## config.mk

```make
export PLATFORM = sky130hd
export DESIGN_NAME = mesh_term_fifo_bank
export DESIGN_NICKNAME = d
export VERILOG_FILES = /design/src/rtl/mesh_term_fifo_bank.sv
export SDC_FILE = /design/constraint.sdc
export NUM_CORES = 2
export LEC_CHECK = 0
export CAP_MARGIN = 20
export CORE_AREA = 4 4 660 662
export CTS_BUF_LIST = sky130_fd_sc_hd__clkbuf_4 sky130_fd_sc_hd__clkbuf_8 sky130_fd_sc_hd__clkbuf_16
export DETAILED_ROUTE_END_ITERATION = 8
export DIE_AREA = 0 0 664 666
export GPL_ROUTABILITY_DRIVEN = 0
export SETUP_SLACK_MARGIN = 0.15
export SLEW_MARGIN = 5
export SYNTH_ARGS = -nofsm -noshare
export SYNTH_HDL_FRONTEND = slang
export SYNTH_SLANG_ARGS = --single-unit
export TNS_END_PERCENT = 30
```

## constraint.sdc

```tcl
create_clock -name clk -period 7.1 [get_ports clk]
set_input_delay 0.71 -clock clk [delete_from_list [all_inputs] [get_ports clk]]
set_output_delay 0.71 -clock clk [all_outputs]
set_load 0.05 [all_outputs]
```

## src/rtl/mesh_term_fifo_bank.sv

```systemverilog
// Bank of independent first-word-fall-through FIFOs, one per mesh terminal
// (2*ROWS + 2*COLUMNS channels), with a reject-newest or overwrite-oldest full policy.
module mesh_term_fifo_bank #(
  parameter int ROWS       = 4,
  parameter int COLUMNS    = 4,
  parameter int pkg_sz     = 40,
  parameter int fifo_depth = 4,
  parameter int FULL_MODE  = 0,
  parameter int AF_LVL     = fifo_depth - 1,
  localparam int NT        = ROWS*2 + COLUMNS*2,
  localparam int CW        = $clog2(fifo_depth + 1),
  localparam int PW        = $clog2(fifo_depth)
) (
  input  logic              clk,
  input  logic              reset,
  input  logic              push        [NT],
  input  logic [pkg_sz-1:0] data_in     [NT],
  input  logic              pop         [NT],
  output logic [pkg_sz-1:0] data_out    [NT],
  output logic              pndng       [NT],
  output logic              full        [NT],
  output logic              almost_full [NT],
  output logic [CW-1:0]     count       [NT],
  output logic [15:0]       drop_cnt    [NT],
  output logic              underflow   [NT]
);

  localparam logic [CW-1:0] DEPTH_C = CW'(fifo_depth);
  localparam logic          OVW_POL = (FULL_MODE != 0);

  logic [pkg_sz-1:0] mem_q   [NT][fifo_depth];
  logic [PW-1:0]     wp_q    [NT];
  logic [PW-1:0]     wp_d    [NT];
  logic [PW-1:0]     rp_q    [NT];
  logic [PW-1:0]     rp_d    [NT];
  logic [CW-1:0]     cnt_q   [NT];
  logic [CW-1:0]     cnt_d   [NT];
  logic [15:0]       drop_q  [NT];
  logic [15:0]       drop_d  [NT];
  logic              ufl_q   [NT];
  logic              ufl_d   [NT];
  logic              wr_en   [NT];
  logic              do_pop  [NT];
  logic              is_full [NT];
  logic              ovw     [NT];
  logic              drop_ev [NT];
  logic              grow    [NT];

  function automatic logic [15:0] sat_inc(input logic [15:0] v);
    return (v == 16'hFFFF) ? v : v + 16'd1;
  endfunction

  always_comb begin
    for (int i = 0; i < NT; i++) begin
      wp_d[i]    = wp_q[i];
      rp_d[i]    = rp_q[i];
      cnt_d[i]   = cnt_q[i];
      drop_d[i]  = drop_q[i];
      ufl_d[i]   = ufl_q[i];
      do_pop[i]  = pop[i] && (cnt_q[i] != '0);
      is_full[i] = (cnt_q[i] == DEPTH_C);
      // A pop on a full FIFO frees a slot, so the push goes in without a drop.
      wr_en[i]   = push[i] && (!is_full[i] || do_pop[i] || OVW_POL);
      ovw[i]     = push[i] && is_full[i] && !do_pop[i] && OVW_POL;
      drop_ev[i] = push[i] && is_full[i] && !do_pop[i];
      grow[i]    = wr_en[i] && !ovw[i];

      if (wr_en[i])
        wp_d[i] = wp_q[i] + PW'(1);
      if (do_pop[i] || ovw[i])
        rp_d[i] = rp_q[i] + PW'(1);
      if (grow[i] && !do_pop[i])
        cnt_d[i] = cnt_q[i] + CW'(1);
      else if (!grow[i] && do_pop[i])
        cnt_d[i] = cnt_q[i] - CW'(1);
      if (drop_ev[i])
        drop_d[i] = sat_inc(drop_q[i]);
      if (pop[i] && (cnt_q[i] == '0))
        ufl_d[i] = 1'b1;
    end
  end

  always_ff @(posedge clk) begin
    if (reset) begin
      for (int i = 0; i < NT; i++) begin
        wp_q[i]   <= '0;
        rp_q[i]   <= '0;
        cnt_q[i]  <= '0;
        drop_q[i] <= '0;
        ufl_q[i]  <= 1'b0;
      end
    end else begin
      for (int i = 0; i < NT; i++) begin
        wp_q[i]   <= wp_d[i];
        rp_q[i]   <= rp_d[i];
        cnt_q[i]  <= cnt_d[i];
        drop_q[i] <= drop_d[i];
        ufl_q[i]  <= ufl_d[i];
      end
    end
  end

  // Payload storage keeps its contents across reset; only the pointers decide what is valid.
  always_ff @(posedge clk) begin
    for (int i = 0; i < NT; i++) begin
      if (wr_en[i] && !reset)
        mem_q[i][wp_q[i]] <= data_in[i];
    end
  end

  always_comb begin
    for (int i = 0; i < NT; i++) begin
      data_out[i]    = mem_q[i][rp_q[i]];
      pndng[i]       = (cnt_q[i] != '0);
      full[i]        = (cnt_q[i] == DEPTH_C);
      almost_full[i] = (int'(cnt_q[i]) >= AF_LVL);
      count[i]       = cnt_q[i];
      drop_cnt[i]    = drop_q[i];
      underflow[i]   = ufl_q[i];
    end
  end

endmodule

```

==> run metrics <==
worst hold path depth=2; commonest non-fill, non-tap cell in the layout=edfxtp_1; min cycle time layout=4.28 ns; CP startpoint=rp_q[0][18]; Static Leak=46.2 nW; drt drc=0; nets=8,327; Final Max Tran Viols=0; DR WL/cell=27.1 µm; area grow syn2layout=31.2%; Starting Density=26.0%; critical path arrival=3.57 ns; worst reg2reg setup slack=3.86 ns; Chip Height=666 µm; CP required=6.39 ns; CP endpoint kind=primary output; post-CTS setup buffer count=0; number of max-cap violations=0; DP HPWL=275,000 µm; Critical Path Source Type=register; Worst Setup EP=data_out[249]; post-synthesis cell count=5,660; fill count=40,311; Initial DRC Count=5,524; Total Wirelength=367,000 µm; RSZ-0062 raised after global routing=no; Setup violations, final=0; all-layer global routing usage=16.0%; CTS tree=yes; ANT nets after route=0; P per Cell Area=371 nW/µm²; Top FF cell, synth=edfxtp_1; Worst Skew=0.0552 ns; share of layout cells above drive strength 1=18.0%; most frequent cells in the layout=edfxtp_1, clkdlybuf4s50_1, mux4_2, nor2_1, dfxtp_1; Post-CTS Resized=0; Hold WS=0.248 ns; # placed instances=12,923; hold_buf cts=0; Post-synth EDFFs=2,560; area of the die=442,000 µm²; worst slew pin tran=1.07 ns; worst flop-to-flop path startpoint=cnt_q[0][11]; vias in the first global route=63,353; post-synthesis cell area=112,000 µm²; HP Class=primary input to register; area of the multi-input gates=25,900 µm²; critical path type=register to primary output; post-synthesis sequential area ratio=75.7%; root buf cell=clkbuf_16; worst skew pair latency=0.90 ns; initial antenna violation count=92; final hold viol count=0; H-tree levels=5; Clock Sink Count=2,944; post-synth cell types=55; CTS clock-pin slew for the worst setup and hold paths=0.06 ns; fraction of registers with async set/reset=0%; largest net degree at the start of global routing=92; Yosys reg bits=2,944; final non-filler cell total=13,542; Hold Crit Start=reset; Final period util=60.2%; storage element area=84,600 µm²; status=finished clean; input/output buffers=1,681; Slew HR=28.7%; Peak VDD IR=0.000314 V; # rows=241; TNS Setup=0 ns; Avg Vias per Cell=4.60; first-pass GRT wire length=504,000 µm; fmax=0.234 GHz; Clock Path Buffers=4; Ys Warns=0; Avg Cell Area, Syn=19.7 µm²; R2R cell count=9; IO Pins=1,682; syn nets=6,446; routed vias=62,245; GR Overflow Total=0; TritonCTS buffer count=314; Critical R2R Capture=cnt_q[0][11]; die width=664 µm; total core area=430,000 µm²; CP Max Fanout=28; DR pass1 iterations=6
[cell type report]
type | count | area share [%]
sequential | 2944 | 57.8
multi-input combinational | 2379 | 17.7
timing repair buffer | 1796 | 12.3
clock buffer | 409 | 6.01
tap | 5710 | 4.88
clock inverter | 168 | 1.04
inverter | 106 | 0.272
antenna | 30 | 0.0513
[worst min-delay path by stage]
stage                                end
final                     drop_q[0][173]
after global routing      drop_q[0][175]
after CTS                 drop_q[0][173]
after detailed placement    ufl_q[0][10]
after global placement      ufl_q[0][15]
after floorplan               wp_q[0][7]
[registers in the layout, summed over array words and instances, names as in the netlist]
register	flops
cnt_q	48
drop_q	256
mem_q	2560
rp_q	32
ufl_q	16
wp_q	32
[kinds of logic (layout without fill, tap and decap cells)]
| family | after synthesis | after routing | share of synthesized area, % |
|---|---|---|---|
| compound gates | 246 | 246 | 1.39 |
| xor+xnor | 258 | 258 | 2.02 |
| fa+ha+maj | 112 | 112 | 1.36 |
| buf+inv | 337 | 2479 | 1.14 |
| flops | 2944 | 2944 | 75.7 |
| mux | 704 | 704 | 13.5 |
| other cells | 0 | 30 | 0 |
| simple gates | 1059 | 1059 | 4.87 |
[worst max-delay path, cell delays in order (launching register included)]
cell and delay (ns):
dfxtp_2 0.70, buf_4 0.60, mux4_2 0.59, clkdlybuf4s50_1 0.77
[stage by stage]
| step | power (W) | instance area (µm²) | setup WS, ns | util [%] |
|---|---|---|---|---|
| after floorplan | 0.0317 | 112000 | 4.32 | - |
| after global placement | 0.0384 | 135000 | 3.53 | 31.5 |
| after detailed placement | 0.0386 | 136000 | 3.56 | 31.6 |
| after CTS | 0.0550 | 146000 | 2.60 | 34.0 |
| after global routing | 0.0562 | 146000 | 2.51 | 34.1 |
| final | 0.0543 | 146000 | 2.82 | 34.1 |
[cells in the mapped netlist, drive strengths merged, types with 5 or more instances]
master   instances  area (µm²)
a2111oi         11        96.3
a211oi          52         390
a21o            17         128
a21oi           90         450
a311oi           5        43.8
a31oi            9        56.3
and2            71         444
and3            44         275
and4            27         236
buf            134         505
clkbuf          97         364
dfxtp          384        7690
edfxtp        2560       76900
fa              16         320
ha              96        1200
inv            106         398
mux2i           62         621
mux4           640       14400
nand2          128         480
nand2b          18         113
nand3          108         541
nand4           70         438
nor2           379        1420
nor2b            6        37.5
nor3            69         350
nor3b           27         203
nor4            39         265
nor4b           29         319
o21ai           38         190
or2              5        31.3
or3             26         163
or4              5        37.5
xnor2          175        1530
xor2            83         727
[layer usage]
| layer | global-route usage, % | vias up | wire [µm] |
|---|---|---|---|
| met5 | 0 | - | 265 |
| met4 | 5.96 | 40 | 15600 |
| met3 | 5.00 | 619 | 31100 |
| met2 | 28.5 | 2501 | 190000 |
| met1 | 17.8 | 32525 | 131000 |
| li1 | - | 26560 | - |
[where the power goes]
part | internal [W] | total [W] | switching, W
Clock | 0.00950 | 0.0163 | 0.00681
Combinational | 0.00607 | 0.0173 | 0.0112
Sequential | 0.0198 | 0.0208 | 0.000962
Total | 0.0354 | 0.0543 | 0.0190
Note: power is estimated with default switching activity, not from simulation.
